[config.mk]
export PLATFORM = sky130hd
export DESIGN_NAME = bus_cycle_ctrl
export DESIGN_NICKNAME = d
export VERILOG_FILES = /design/src/rtl/bus_ctrl_pkg.sv /design/src/rtl/bus_status_dec.sv /design/src/rtl/bus_cycle_ctrl.sv
export SDC_FILE = /design/constraint.sdc
export NUM_CORES = 1
export LEC_CHECK = 0
export ABC_AREA = 1
export CAP_MARGIN = 10
export CORE_ASPECT_RATIO = 1.5
export CORE_MARGIN = 1.5
export CORE_UTILIZATION = 30
export DETAILED_ROUTE_END_ITERATION = 12
export GPL_TIMING_DRIVEN = 0
export PLACE_DENSITY = 0.62
export SETUP_SLACK_MARGIN = 0.15
export SLEW_MARGIN = 10
export SYNTH_ARGS = -nofsm -noshare
export SYNTH_HDL_FRONTEND = slang
export SYNTH_HIERARCHICAL = 1
export SYNTH_SLANG_ARGS = --single-unit
[constraint.sdc]
create_clock -name clk -period 1.2 [get_ports clk]
set_input_delay 0.18 -clock clk [delete_from_list [all_inputs] [get_ports clk]]
set_output_delay 0.18 -clock clk [all_outputs]
set_load 0.05 [all_outputs]
[src/rtl/bus_ctrl_pkg.sv]
// Shared types and status codes for the bus cycle controller.
package bus_ctrl_pkg;

    typedef enum logic [2:0] {
        ST_IDLE,
        ST_T1,
        ST_T2,
        ST_T3,
        ST_TW,
        ST_T4
    } bus_state_e;

    typedef enum logic [2:0] {
        CYC_INTA = 3'd0,
        CYC_IORD = 3'd1,
        CYC_IOWR = 3'd2,
        CYC_HALT = 3'd3,
        CYC_MEMR = 3'd4,
        CYC_MEMW = 3'd5,
        CYC_NONE = 3'd7
    } cyc_type_e;

    localparam logic [2:0] S_INTA    = 3'b000;
    localparam logic [2:0] S_IORD    = 3'b001;
    localparam logic [2:0] S_IOWR    = 3'b010;
    localparam logic [2:0] S_HALT    = 3'b011;
    localparam logic [2:0] S_MEMR0   = 3'b100;
    localparam logic [2:0] S_MEMR1   = 3'b101;
    localparam logic [2:0] S_MEMW    = 3'b110;
    localparam logic [2:0] S_PASSIVE = 3'b111;

    function automatic logic is_write(input cyc_type_e t);
        return (t == CYC_IOWR) || (t == CYC_MEMW);
    endfunction

    function automatic logic is_io(input cyc_type_e t);
        return (t == CYC_IORD) || (t == CYC_IOWR);
    endfunction

    // Command bit order: {mrdc, mwtc, iorc, iowc, inta}, active-high here.
    function automatic logic [4:0] cmd_onehot(input cyc_type_e t);
        case (t)
            CYC_MEMR: return 5'b10000;
            CYC_MEMW: return 5'b01000;
            CYC_IORD: return 5'b00100;
            CYC_IOWR: return 5'b00010;
            CYC_INTA: return 5'b00001;
            default:  return 5'b00000;
        endcase
    endfunction

endpackage

[src/rtl/bus_status_dec.sv]
// Maps CPU status s_n to a cycle type; valid excludes passive and HALT.
module bus_status_dec
    import bus_ctrl_pkg::*;
(
    input  logic [2:0] i_s_n,
    output cyc_type_e  o_type,
    output logic       o_valid
);

    always_comb begin
        o_type  = CYC_NONE;
        o_valid = 1'b0;
        case (i_s_n)
            S_INTA:           begin o_type = CYC_INTA; o_valid = 1'b1; end
            S_IORD:           begin o_type = CYC_IORD; o_valid = 1'b1; end
            S_IOWR:           begin o_type = CYC_IOWR; o_valid = 1'b1; end
            S_HALT:           begin o_type = CYC_HALT; o_valid = 1'b0; end
            S_MEMR0, S_MEMR1: begin o_type = CYC_MEMR; o_valid = 1'b1; end
            S_MEMW:           begin o_type = CYC_MEMW; o_valid = 1'b1; end
            default:          begin o_type = CYC_NONE; o_valid = 1'b0; end
        endcase
    end

endmodule

[src/rtl/bus_cycle_ctrl.sv]
// Bus cycle controller: T1-T4 sequencing with wait states and DMA (aen) gating.
// Define BUS_IO_WAIT_EN to force one wait state on every I/O cycle.
module bus_cycle_ctrl
    import bus_ctrl_pkg::*;
(
    input  logic       clk,
    input  logic       rst,
    input  logic [2:0] s_n,
    input  logic       ready,
    input  logic       aen,
    output logic       ale,
    output logic       addr_oe_n,
    output logic       den,
    output logic       dt_r,
    output logic       mrdc_n,
    output logic       mwtc_n,
    output logic       iorc_n,
    output logic       iowc_n,
    output logic       inta_n,
    output logic       busy
);

`ifdef BUS_IO_WAIT_EN
    localparam logic IO_WAIT = 1'b1;
`else
    localparam logic IO_WAIT = 1'b0;
`endif

    bus_state_e r_state;
    cyc_type_e  r_type;
    logic       r_ale;
    logic       r_den;
    logic       r_dtr;
    logic       r_busy;
    logic [4:0] r_cmd;

    cyc_type_e  w_type;
    logic       w_valid;
    logic       w_start;
    bus_state_e w_nxt_state;
    cyc_type_e  w_nxt_type;
    logic       w_cmd_phase;

    bus_status_dec u_dec (
        .i_s_n   (s_n),
        .o_type  (w_type),
        .o_valid (w_valid)
    );

    assign w_start = w_valid & ~aen;

    always_comb begin
        w_nxt_state = r_state;
        w_nxt_type  = r_type;
        case (r_state)
            ST_IDLE: begin
                if (w_start) begin
                    w_nxt_state = ST_T1;
                    w_nxt_type  = w_type;
                end
            end
            ST_T1: w_nxt_state = ST_T2;
            ST_T2: w_nxt_state = ST_T3;
            ST_T3: begin
                if (IO_WAIT && is_io(r_type))
                    w_nxt_state = ST_TW;
                else
                    w_nxt_state = ready ? ST_T4 : ST_TW;
            end
            ST_TW: w_nxt_state = ready ? ST_T4 : ST_TW;
            ST_T4: begin
                if (w_start) begin
                    w_nxt_state = ST_T1;
                    w_nxt_type  = w_type;
                end else begin
                    w_nxt_state = ST_IDLE;
                end
            end
            default: w_nxt_state = ST_IDLE;
        endcase
    end

    assign w_cmd_phase = (w_nxt_state == ST_T2) || (w_nxt_state == ST_T3) ||
                         (w_nxt_state == ST_TW);

    // Outputs are decoded from the next state so each register equals the Moore decode of r_state/r_type.
    always_ff @(posedge clk or posedge rst) begin
        if (rst) begin
            r_state <= ST_IDLE;
            r_type  <= CYC_NONE;
            r_ale   <= 1'b0;
            r_den   <= 1'b0;
            r_dtr   <= 1'b0;
            r_busy  <= 1'b0;
            r_cmd   <= '0;
        end else begin
            r_state <= w_nxt_state;
            r_type  <= w_nxt_type;
            r_ale   <= (w_nxt_state == ST_T1);
            r_den   <= w_cmd_phase;
            r_dtr   <= (w_nxt_state != ST_IDLE) && is_write(w_nxt_type);
            r_busy  <= (w_nxt_state != ST_IDLE);
            r_cmd   <= w_cmd_phase ? cmd_onehot(w_nxt_type) : '0;
        end
    end

    // DMA ownership masks bus drive combinationally; the state sequence is untouched.
    assign ale       = r_ale & ~aen;
    assign den       = r_den & ~aen;
    assign addr_oe_n = rst | aen;
    assign dt_r      = r_dtr;
    assign busy      = r_busy;
    assign mrdc_n    = ~(r_cmd[4] & ~aen);
    assign mwtc_n    = ~(r_cmd[3] & ~aen);
    assign iorc_n    = ~(r_cmd[2] & ~aen);
    assign iowc_n    = ~(r_cmd[1] & ~aen);
    assign inta_n    = ~(r_cmd[0] & ~aen);

endmodule

==> run_results.csv <==
group,metric,value,unit
run_status,outcome,"complete, but fails checks",
run_status,violations,"negative setup slack",
clocking,hold_buffers,0,
final_layout,drive_gt1_share,54.9,%
final_layout,nFillCells,246,
synth,synth_ff_type,"dfrtp_1",
synth,synth_top_area_share,35.6,%
sta,finClkSkew,0.00420,ns
clocking,cts-htree-levels,1,
setup_path,cp.arrival,1.45,ns
floorplan,num_rows,23,
synth,syn-instance-count,105,
floorplan,fp.dieW,46.3,um
sta,slew_violations,0,
final_layout,final_cell_mix,"nand2_1 (24), dfrtp_1 (10), inv_2 (8), buf_6 (8), nand2_2 (8)",
routing,postRouteAntennaNets,0,
setup_path,critical_path.max_fanout,6,
floorplan,core,2680,um^2
routing,remaining_drc_errors,0,
clocking,clkTransAtPathRegs,0.06,ns
placement,place_area,1080,um^2
clocking,cts_tree,"built",
sta,max_freq,0.758,GHz
sta,setup_viol,9,
routing,num_vias,783,
setup_path,crit_buf_inv,1,
sta,finalSetupTns,-0.899,ns
job,maxCapViolations,0,
synth,avgSynthCellArea,8.03,um^2
clocking,cts.sinks,15,
placement,dpl.hpwl,1.41,mm
clocking,cts_buffers,3,
setup_path,cpMaxStageDelayCell,"dfrtp_2",
sta,rsz0062_at_grt,"yes",
power,p_total,0.00352,W
floorplan,die_h,67.9,um
routing,drtPass1Iterations,4,
routing,routed_via_density,4.61,
global_routing,overflow,0,
setup_path,cpPeakStageDelay,0.47,ns
routing,wire_per_inst,12.1,um
setup_path,critPathRequiredTime,1.33,ns
global_routing,grt_pass1_wl,3.57,mm
setup_path,reg2reg_slack,-0.12,ns
global_routing,antenna_found_initial,0,
placement,portBuffers,16,
routing,wirelength,2.05,mm
sta,hold_viol,0,
synth,seq_area_frac_synth,45.0,%
clocking,clockBufferDepth,2,
global_routing,grt_pass1_vias,859,
hold_path,worstHoldPathType,"primary input to async pin",
synth,mappedNetlistArea,843,um^2
sta,hold_slack,0.128,ns
clocking,insertion_delay,0.25,ns
final_layout,area_growth,49.1,%
setup_path,ff2ff_path_depth,8,
setup_path,r2r_end,"dt_r",
synth,yosys.area.top_type,"dfrtp_1",
placement,gp_congestion,0.773,
floorplan,start_util,31.5,%
final_layout,design_area,1260,um^2
floorplan,ioPinCount,17,
synth,ys_seq_elements,15,
synth,synth_fp_nets,112,
setup_path,path_delay_family,"simple AND/OR/NAND/NOR gates",
floorplan,die_area,3140,um^2
synth,synth-async-reset-ratio,100,%
synth,synth_edf_count,0,
synth,yosys-top-cells-area,"dfrtp_1 (36%), nand2_1 (12%), dfstp_2 (9.3%), nand2_4 (6.7%), nand3_1 (6.5%)",
clocking,clockRootBuffer,"clkbuf_8",
synth,yosys_warnings,6,
power,ir_worst_vdd,1.44,mV
final_layout,final_core_util,47.0,%
global_routing,grt_max_degree,16,
setup_path,start_kind,"register",
final_layout,layout.nets,141,
power,p_leak,0.598,nW
final_layout,final_common_cell,"nand2_1",
sta,finalCritPeriodShare,110,%
sta,tightest_slew,0.284,ns
setup_path,worst-setup-path-type,"register to register",
routing,drt-initial-drc-count,9,
setup_path,crit_top_cell,"nand2_4",
power,powerDensity,2800,nW/um^2
setup_path,regToRegStartpoint,"r_state[0]",
synth,post_synth_num_cell_types,19,
global_routing,gr-usage-all-layers,15.7,%
final_layout,diodes,0,
sta,min_period,1.32,ns
sta,setup_ws,-0.119,ns
sta,slew_headroom,81.1,%
setup_path,critPathCaptureType,"register",
setup_path,cp_cell_sequence,"nor2_4 -> nand2_4 -> nand2_4 -> nand2_2 -> nand2_4 -> inv_2 -> nand3_4 -> a21oi_2",
-- worst max path at each step --
stage / from / end / slack, ns / depth (start not counted)
after floorplan: r_state[1] / r_cmd[1] / 0.03 / 9
after global placement: rst / addr_oe_n / -0.86 / 4
after detailed placement: rst / addr_oe_n / -0.89 / 4
after CTS: r_state[1] / r_cmd[3] / -0.12 / 9
after global routing: r_state[0] / dt_r / -0.19 / 7
final: r_state[0] / dt_r / -0.12 / 8
-- sequential cells by signal, summed over array words and instances (netlist names) --
register,cells
r_ale,1
r_type,3
r_den,1
dt_r,1
r_cmd,5
r_state,3
busy,1
-- cell usage after synthesis (2+ instances only) --
master	number
nand3_2	2
nand2_2	5
nand2_1	28
inv_2	4
nand2_4	5
nand3_1	11
inv_1	13
nand4_1	2
nor2_1	7
dfrtp_1	12
dfstp_2	3
a21oi_1	6
-- final cells by class --
cell class / instances / area (um^2) / area share [%]
sequential: 15 / 382 / 30.3
multi-input combinational: 71 / 482 / 38.3
inverter: 17 / 70.1 / 5.57
tap: 37 / 46.3 / 3.68
clock buffer: 4 / 45.0 / 3.58
buffer: 2 / 15.0 / 1.19
timing repair inverter: 1 / 7.51 / 0.597
timing repair buffer: 23 / 210 / 16.7
-- tightest hold or removal path: cells and delay by family --
| kind | cells | cell delay [ns] |
|---|---|---|
| buffers and inverters | 3 | 0.56 |
-- power breakdown --
| part | leakage (nW) | internal, W | switching, W |
|---|---|---|---|
| combinational | 0.392 | 0.000795 | 0.00142 |
| clock | 0.0228 | 0.000235 | 0.000168 |
| sequential | 0.183 | 0.000753 | 0.000143 |
| total | 0.598 | 0.00178 | 0.00173 |
-- cells by family (layout without fill, tap and decap cells) --
logic type | count (synthesis) | after routing | share of synthesized area [%]
AND/OR/NAND/NOR | 63 | 63 | 40.5
AO/OA/AOI/OAI | 8 | 8 | 5.19
flip-flops | 15 | 15 | 45.0
buffers and inverters | 19 | 47 | 9.35
-- metrics by stage --
| step | setup WS (ns) | cells |
|---|---|---|
| after floorplan | 0.0252 | 105 |
| after global placement | -0.860 | 158 |
| after detailed placement | -0.887 | 158 |
| after CTS | -0.123 | 168 |
| after global routing | -0.188 | 170 |
| final | -0.119 | 170 |
-- per-layer routing --
layer  share of wire (%)  GRT usage, %  vias up
met4                 2.0          7.86        0
met2                  59          30.7       15
met3                 4.1          3.69        5
met5                   0             0        -
met1                  35          13.8      383
li1                    -             -      380
-- what timing repair did --
item / in CTS / in global routing
endpoints found under the setup margin: 23 / 21
buffers inserted: 5 / 2
endpoints found under the hold margin: 0 / 0
pin swaps: 4 / 7
gates resized for setup: 86 / 15
cloned: 1 / 0
No activity file was read; power rests on OpenSTA's default activity.
